--- src/rtl/uart_msg_tx_pkg.sv ---
// Shared UART message constants and the state encoding for the message serialiser.
// UART_MSG_TX_CHECKSUM_EN adds the CSUM state.
package uart_msg_tx_pkg;

    localparam int UART_MSG_BITS  = 32;
    localparam int UART_MSG_BYTES = UART_MSG_BITS / 8;
    localparam int CSUM_W         = 8;

    typedef enum logic [1:0] {
        ST_IDLE = 2'd0,
        ST_SEND = 2'd1,
`ifdef UART_MSG_TX_CHECKSUM_EN
        ST_CSUM = 2'd2,
`endif
        ST_GAP  = 2'd3
    } state_e;

endpackage

--- src/rtl/uart_msg_tx.sv ---
// Serialises one controller message LSB byte first onto a valid/ready byte link, then idles for a gap.
// UART_MSG_TX_CHECKSUM_EN appends an XOR checksum byte after the payload.
module uart_msg_tx
    import uart_msg_tx_pkg::*;
#(
    parameter int MSG_BYTES  = UART_MSG_BYTES,
    parameter int GAP_CYCLES = 16
) (
    input  logic                   clk,
    input  logic                   n_reset,
    input  logic [MSG_BYTES*8-1:0] uart_out_msg,
    input  logic                   uart_out_req,
    output logic                   uart_out_ready,
    output logic [7:0]             tx_byte,
    output logic                   tx_valid,
    input  logic                   tx_ready,
    output logic                   busy
);

    localparam int BW = $clog2(MSG_BYTES + 1);
    localparam int GW = (GAP_CYCLES > 0) ? $clog2(GAP_CYCLES + 1) : 1;
    localparam logic [BW-1:0] LAST_BYTE = BW'(MSG_BYTES - 1);
    localparam logic [GW-1:0] LAST_GAP  = GW'(GAP_CYCLES - 1);
    localparam state_e POST_ST = (GAP_CYCLES == 0) ? ST_IDLE : ST_GAP;

    state_e                 state_q, state_d;
    logic [MSG_BYTES*8-1:0] shift_q, shift_d;
    logic [BW-1:0]          bcnt_q, bcnt_d;
    logic [GW-1:0]          gcnt_q, gcnt_d;
    // Keeps ready low until the first clock edge after reset release.
    logic                   init_q;
`ifdef UART_MSG_TX_CHECKSUM_EN
    logic [CSUM_W-1:0]      csum_q, csum_d;
`endif

    always_ff @(posedge clk or negedge n_reset) begin
        if (!n_reset) begin
            state_q <= ST_IDLE;
            shift_q <= '0;
            bcnt_q  <= '0;
            gcnt_q  <= '0;
            init_q  <= 1'b0;
`ifdef UART_MSG_TX_CHECKSUM_EN
            csum_q  <= '0;
`endif
        end else begin
            state_q <= state_d;
            shift_q <= shift_d;
            bcnt_q  <= bcnt_d;
            gcnt_q  <= gcnt_d;
            init_q  <= 1'b1;
`ifdef UART_MSG_TX_CHECKSUM_EN
            csum_q  <= csum_d;
`endif
        end
    end

    always_comb begin
        state_d        = state_q;
        shift_d        = shift_q;
        bcnt_d         = bcnt_q;
        gcnt_d         = gcnt_q;
        uart_out_ready = 1'b0;
        tx_valid       = 1'b0;
        tx_byte        = '0;
`ifdef UART_MSG_TX_CHECKSUM_EN
        csum_d         = csum_q;
`endif
        case (state_q)
            ST_IDLE: begin
                uart_out_ready = init_q;
                if (uart_out_req && init_q) begin
                    shift_d = uart_out_msg;
                    bcnt_d  = '0;
                    state_d = ST_SEND;
`ifdef UART_MSG_TX_CHECKSUM_EN
                    csum_d  = '0;
`endif
                end
            end
            ST_SEND: begin
                tx_valid = 1'b1;
                tx_byte  = shift_q[7:0];
                if (tx_ready) begin
                    shift_d = shift_q >> 8;
                    bcnt_d  = bcnt_q + BW'(1);
`ifdef UART_MSG_TX_CHECKSUM_EN
                    csum_d  = csum_q ^ shift_q[7:0];
                    if (bcnt_q == LAST_BYTE) state_d = ST_CSUM;
`else
                    if (bcnt_q == LAST_BYTE) begin
                        state_d = POST_ST;
                        gcnt_d  = '0;
                    end
`endif
                end
            end
`ifdef UART_MSG_TX_CHECKSUM_EN
            ST_CSUM: begin
                tx_valid = 1'b1;
                tx_byte  = csum_q;
                if (tx_ready) begin
                    state_d = POST_ST;
                    gcnt_d  = '0;
                end
            end
`endif
            ST_GAP: begin
                gcnt_d = gcnt_q + GW'(1);
                if (gcnt_q == LAST_GAP) state_d = ST_IDLE;
            end
            default: state_d = ST_IDLE;
        endcase
    end

    assign busy = (state_q != ST_IDLE);

endmodule

--- config.mk ---
export PLATFORM = sky130hd
export DESIGN_NAME = uart_msg_tx
export DESIGN_NICKNAME = d
export VERILOG_FILES = /design/src/rtl/uart_msg_tx_pkg.sv /design/src/rtl/uart_msg_tx.sv
export SDC_FILE = /design/constraint.sdc
export NUM_CORES = 1
export LEC_CHECK = 0
export CAP_MARGIN = 20
export CORE_AREA = 2 2 81 68
export DETAILED_ROUTE_END_ITERATION = 7
export DIE_AREA = 0 0 83 70
export PLACE_DENSITY = 0.73
export SLEW_MARGIN = 20
export SYNTH_ARGS = -nofsm -noshare
export SYNTH_HDL_FRONTEND = slang
export SYNTH_SLANG_ARGS = --single-unit
export TNS_END_PERCENT = 5
--- constraint.sdc ---
create_clock -name clk -period 1.65 [get_ports clk]
set_input_delay 0.165 -clock clk [delete_from_list [all_inputs] [get_ports clk]]
set_output_delay 0.165 -clock clk [all_outputs]
set_load 0.01 [all_outputs]
==> results_dict.tcl, run 1 <==
set metrics [dict create \
    cts_htree_levels 2 \
    cts_tree "yes" \
    area_growth_syn_to_layout_pct 37.6 \
    grt_usage 0.150 \
    final_routed_wire_length_divided_by_cell_count_microns 15.4 \
    worst_skew_pair.late_latency_ps 290 \
    diodes 0 \
    mostFrequentLayoutCell "dfrtp_1" \
    synthesis.yosys.warnings 0 \
    post_synth_instance_area_sq_um 2180 \
    ys_types 29 \
    syn-num-nets 194 \
    peakVddDrop_mv 0.779 \
    drt_iter0_drc 50 \
    multiInputGateArea_sq_um 1040 \
    ys_dominant_reg_cell "dfrtp_1" \
    finalHoldViolCount 0 \
    drc_errors 0 \
    timing_max_transition_violations_final 0 \
    internal_mw 3.54 \
    power.density_cell_area_nw_per_um2 1690 \
    cts-buffers-inserted 5 \
    layout-drive-gt1-share 0.336 \
    antenna_violations_before_repair 0 \
    critPathCaptureType "flop" \
    pin_count_of_the_biggest_net_entering_global_routing 27 \
    placementRows 24 \
    dieArea_sq_um 5810 \
    fin_ws_ps -11.2 \
    post_route_clock_period_utilization 1.01 \
    number_of_global_route_vias_before_repair 1453 \
    criticalPathCategory "flop to flop" \
    total_cell_area_at_the_placement_stage_sq_um 2770 \
    drt_pass1_iterations 4 \
    period_needed_ps 1660 \
    failing_checks "negative setup slack" \
    holdCritPathClass "input port to async pin" \
    global_route_wire_length_before_repair_microns 6890 \
    die_w_microns 83 \
    cts_sinks 43 \
    io_pins 47 \
    start_util 0.425 \
    clock_power_share 0.125 \
    status "finished with violations" \
    replace_congestion 0.763 \
    gr-total-overflow 0 \
    total_setup_violations_reported_at_the_end_of_the_flow 10 \
    cts-root-buf "clkbuf_8" \
    crit_fanout 13 \
    drv.max_cap_violation_count 0 \
    floorplan.die.height_microns 70 \
    synth.yosys.seq_area_share 0.493 \
    net-switching-power_mw 1.54 \
    pwr-share-seq 0.346 \
    route.final.wire_length_microns 4340 \
    nets 256 \
    port_buffers 46 \
    final_cell_mix "41 x dfrtp_1, 34 x clkdlybuf4s50_1, 24 x mux2_4" \
    worst_setup_start_kind "flop" \
    synth_async_sr_flop_share 1.00 \
    postSynthCellCount 154 \
    clockBufferDepth 2 \
    power.static_leakage_nw 1.40 \
    detailed_place_hpwl_microns 2940 \
    postSynthRegisterBits 43 \
    clock_skew_ps 5.88 \
    worstPathArrival_ps 1840 \
    required_ps 1830 \
    clock_pin_slew_on_the_worst_setup_and_hold_paths_ps 80 \
    max_freq_ghz 0.602 \
    fillCellCount 388 \
    unrepaired_setup_endpoints_after_global_routing "yes" \
    placement.setup.worst_slack_ps -96.7 \
    syn_area_per_cell_sq_um 14.2 \
    comb_power_share 0.529 \
    antenna_left 0 \
    total_area_of_sequential_cells_sq_um 1080 \
    core_sq_um 5130 \
    vias_per_cell 4.96 \
    routed-via-count 1399 \
    final_design_area_no_fill_sq_um 3000 \
    synth-edff-count 0 \
    power.switching_fraction 0.303 \
]
-- path summary, 6_finish.rpt --
check                      cells after the start                    from                       to  slack [ps]
min                                            2                 n_reset   shift_q[0]$_DFFE_PN0P_         370
min reg2reg                                    1   gcnt_q[4]$_DFFE_PN0P_    gcnt_q[4]$_DFFE_PN0P_         490
max reg2reg                                    5  state_q[1]$_DFFE_PN0P_  shift_q[17]$_DFFE_PN0P_         -10
max                                            5  state_q[1]$_DFFE_PN0P_  shift_q[17]$_DFFE_PN0P_         -10
max in group asynchronous                      3                 n_reset   shift_q[5]$_DFFE_PN0P_         690
min in group clk                               2        uart_out_msg[25]  shift_q[25]$_DFFE_PN0P_         480
-- flip-flops by register name, indices dropped and copies added (netlist names) --
| signal | cells |
|---|---|
| bcnt_q | 3 |
| gcnt_q | 5 |
| init_q | 1 |
| shift_q | 32 |
| state_q | 2 |
-- critical path, stage by stage, from the launching register on --
cell and delay, ps:
dfrtp_2 450, buf_6 130, nor4bb_4 290, a21o_4 170
clkbuf_16 200, mux2_4 300
-- power groups by stage --
stage	logic, mW	clock network [mW]	registers (mW)
detailed placement	2.35	0	1.76
global placement	2.30	0	1.76
CTS	2.47	0.654	1.75
finish	2.69	0.637	1.76
floorplan	1.70	0	1.68
global route	2.90	0.695	1.81
-- Yosys cell counts (2+ instances only) --
cell type,n,share of area
dfrtp_1,43,0.49
mux2_4,18,0.12
mux2_2,17,0.088
mux2_1,13,0.067
a22o_1,9,0.036
and2_1,9,0.026
buf_6,5,0.026
ha_1,4,0.023
inv_1,4,0.0069
mux2i_1,4,0.018
nand2_1,4,0.0069
buf_2,3,0.0069
a21o_1,2,0.0069
a32o_1,2,0.0092
nor2_1,2,0.0034
o2bb2ai_1,2,0.0080
-- stage by stage --
step / power, mW / setup TNS [ps] / instances / hold WS, ps / utilization
floorplan: 3.38 / -668 / 154 / -131 / -
global placement: 4.06 / -1490 / 267 / 155 / 0.539
detailed placement: 4.11 / -1940 / 267 / 158 / 0.539
CTS: 4.87 / -310 / 280 / 386 / 0.567
global route: 5.40 / -1320 / 282 / 401 / 0.585
finish: 5.08 / -55.5 / 282 / 369 / 0.585
-- timing repair --
item                       in CTS  in global routing
gates resized for setup        15                 16
hold endpoints to repair       20                  0
buffers inserted                3                  0
gates cloned                    1                  2
hold buffers                    1                  0
setup endpoints to repair      35                 32
pin swaps                       1                  0
-- area by class of cell --
type                            count  share of cell area
Clock buffer                        7              0.0254
Sequential cell                    43               0.359
Clock inverter                      1             0.00167
Timing Repair Buffer               64               0.235
Tap cell                           65              0.0271
Inverter                            4             0.00500
Multi-Input combinational cell     98               0.347
-- per-layer routing --
metal / track usage / up-vias / share of wire
met1: 0.210 / 688 / 0.50
li1: - / 676 / -
met5: 0 / - / 0
met2: 0.221 / 33 / 0.45
met3: 0.0485 / 2 / 0.041
met4: 0.0510 / 0 / 0.0083
-- cells by family (layout without fill, tap and decap cells) --
family                     count (synthesis)  in the layout  synth area share
adders and majority gates                  4              4            0.0229
other                                      1              1           0.00172
buffers and inverters                     13             76            0.0464
and+or+nand+nor                           21             21            0.0625
muxes                                     52             52             0.297
DFF                                       43             43             0.493
AOI/OAI and AO/OA                         20             20            0.0768
Power figures use the tool's default switching activity.
==> run 2: changes to the inputs <==
==> constraint.sdc (replaced) <==
create_clock -name clk -period 1.5 [get_ports clk]
set_input_delay 0.15 -clock clk [delete_from_list [all_inputs] [get_ports clk]]
set_output_delay 0.15 -clock clk [all_outputs]
set_load 0.01 [all_outputs]
==> run 2 against run 1 <==
Compared with the run above:
- the run still ends with negative setup slack left
- sequential cell count stayed put
- via count is 3.5% higher
- die area stayed put
- critical path depth stayed put
- combinational power is 26% higher
- routed wire length is 9.7% higher
- setup slack worse by 160 ps
- hold slack worse by 26 ps
- highest routed layer unchanged
==> results_dict.tcl, run 2 (synthesized netlist as in run 1, its figures left out) <==
set metrics [dict create \
    cts-buffers-inserted 5 \
    worstPathArrival_ps 1850 \
    critical-path-slowest-cell "dfrtp_2" \
    cts_tree "yes" \
    mostFrequentLayoutCell "dfrtp_1" \
    biggestRegsByFlops "shift_q (32), gcnt_q (5), bcnt_q (3)" \
    power.static_leakage_nw 1.49 \
    core_sq_um 5130 \
    power.switching_fraction 0.300 \
    routed-via-count 1448 \
    nets 270 \
    fin_ws_ps -172 \
    number_of_global_route_vias_before_repair 1504 \
    internal_mw 4.33 \
    placementRows 24 \
    vias_per_cell 4.89 \
    grt_usage 0.169 \
    worst_skew_pair.late_latency_ps 290 \
    floorplan.die.height_microns 70 \
    holdCritPathClass "input port to async pin" \
    start_util 0.425 \
    total_cell_area_at_the_placement_stage_sq_um 2800 \
    cts-root-buf "clkbuf_8" \
    port_buffers 46 \
    status "finished with violations" \
    peakVddDrop_mv 0.888 \
    pwr-share-seq 0.313 \
    cp_cell_sequence "buf_6, nor4bb_4, a21o_4, clkbuf_16, mux2_4" \
    criticalPathCategory "flop to flop" \
    critical_path_buf_inv_count 2 \
    timing.critical_path.slowest_cell_delay_ps 450 \
    placement.setup.worst_slack_ps -222 \
    layout-drive-gt1-share 0.433 \
    net-switching-power_mw 1.86 \
    diodes 0 \
    clock_pin_slew_on_the_worst_setup_and_hold_paths_ps 80 \
    largest-register "shift_q" \
    cts_sinks 43 \
    cell_type_group_with_the_largest_total_delay_on_the_critical_path "flip-flops" \
    required_ps 1680 \
    post_route_clock_period_utilization 1.11 \
    total_setup_violations_reported_at_the_end_of_the_flow 44 \
    crit_start "state_q[1]$_DFFE_PN0P_" \
    dieArea_sq_um 5810 \
    clock_skew_ps 4.51 \
    critPathCaptureType "flop" \
    crit_fanout 6 \
    finalHoldViolCount 0 \
    max_freq_ghz 0.598 \
    cts_htree_levels 2 \
    clockBufferDepth 2 \
    gr-total-overflow 0 \
    ff2ff_path_depth 5 \
    global_route_wire_length_before_repair_microns 7680 \
    die_w_microns 83 \
    final_cell_mix "42 x dfrtp_1, 34 x clkdlybuf4s50_1, 24 x mux2_4" \
    failing_checks "negative setup slack" \
    power.density_cell_area_nw_per_um2 1970 \
    unrepaired_setup_endpoints_after_global_routing "yes" \
    flip_flop_count_of_the_largest_register_all_copies_and_words_added 32 \
    worst_setup_start_kind "flop" \
    rr_endpoint "shift_q[9]$_DFFE_PN0P_" \
    detailed_place_hpwl_microns 2900 \
    timing_max_transition_violations_final 0 \
    final_routed_wire_length_divided_by_cell_count_microns 16.1 \
    clock_power_share 0.140 \
    drc_errors 0 \
    io_pins 47 \
    final_design_area_no_fill_sq_um 3140 \
    antenna_violations_before_repair 0 \
    antenna_left 0 \
    reg2reg_from "state_q[1]$_DFFE_PN0P_" \
    pin_count_of_the_biggest_net_entering_global_routing 23 \
    dp_cells 271 \
    route.final.wire_length_microns 4770 \
    comb_power_share 0.547 \
    area_growth_syn_to_layout_pct 44.0 \
    drt_pass1_iterations 4 \
    period_needed_ps 1670 \
    drv.max_cap_violation_count 0 \
    finalNonFillerCells 296 \
    replace_congestion 0.745 \
    drt_iter0_drc 48 \
    r2r_slack_ps -170 \
]
==> run 2: cell types whose count changed in the layout (fill, tap and decap cells not counted), sizes merged <==
| cell | before | now |
|---|---|---|
| buf | 15 | 41 |
| bufbuf | 1 | 0 |
| bufinv | 0 | 1 |
| clkdlybuf4s15 | 8 | 0 |
| clkinv | 1 | 0 |
| dlygate4sd2 | 3 | 0 |
==> run 2: worst max-delay path by stage <==
stage	depth (start not counted)	slack [ps]	end
3_3_place_gp	5	-200	shift_q[2]$_DFFE_PN0P_
3_5_place_dp	5	-220	shift_q[0]$_DFFE_PN0P_
6_report	5	-170	shift_q[9]$_DFFE_PN0P_
2_1_floorplan	7	-190	shift_q[10]$_DFFE_PN0P_
4_1_cts	6	-220	shift_q[6]$_DFFE_PN0P_
5_1_grt	5	-240	shift_q[9]$_DFFE_PN0P_
==> run 2: repair_timing <==
item | 4_1_cts | 5_1_grt
cloned | 3 | 1
endpoints found under the hold margin | 20 | 0
setup endpoints to repair | 46 | 46
buffers inserted | 11 | 3
hold buffers | 1 | 0
pin swaps | 3 | 2
gates resized for setup | 62 | 7
==> run 2: metal layers <==
metal,part of all wire,wire [microns],global-route usage,vias to the layer above
li1,-,-,-,705
met1,0.48,2290,0.239,702
met4,0.016,76,0.0565,0
met3,0.037,175,0.0449,6
met2,0.47,2230,0.253,35
met5,0,0,0,-
==> run 2: cell type report <==
cell class	count	area, sq um
fill	392	1990
multi-input combinational	98	1050
inverter	4	15.0
sequential	43	1080
clock inverter	1	30.0
tap	65	81.3
timing repair buffer	78	811
clock buffer	7	76.3
==> run 2: power groups by stage <==
| stage | Combinational [mW] | Sequential (mW) | Clock [mW] |
|---|---|---|---|
| global placement | 2.59 | 1.94 | 0 |
| floorplan | 1.87 | 1.85 | 0 |
| CTS | 3.30 | 1.92 | 0.898 |
| finish | 3.39 | 1.94 | 0.870 |
| global route | 3.62 | 1.99 | 0.950 |
| detailed placement | 2.65 | 1.94 | 0 |
==> run 2: through the flow <==
step	setup TNS, ps	hold slack [ps]	utilization	total power, mW
CTS	-4880	357	0.609	6.12
finish	-5090	343	0.612	6.19
floorplan	-3710	-146	-	3.72
detailed placement	-6860	143	0.545	4.59
global route	-8190	377	0.612	6.57
global placement	-6250	135	0.545	4.53
==> run 3: changes to the inputs <==
--- a/config.mk
+++ b/config.mk
@@ -9,6 +9,7 @@
 export CORE_AREA = 2 2 81 68
 export DETAILED_ROUTE_END_ITERATION = 7
 export DIE_AREA = 0 0 83 70
+export GPL_ROUTABILITY_DRIVEN = 0
 export PLACE_DENSITY = 0.73
 export SLEW_MARGIN = 20
 export SYNTH_ARGS = -nofsm -noshare
==> results of run 3 <==
The final DEF is identical to that of run 2; final timing and power are the same.
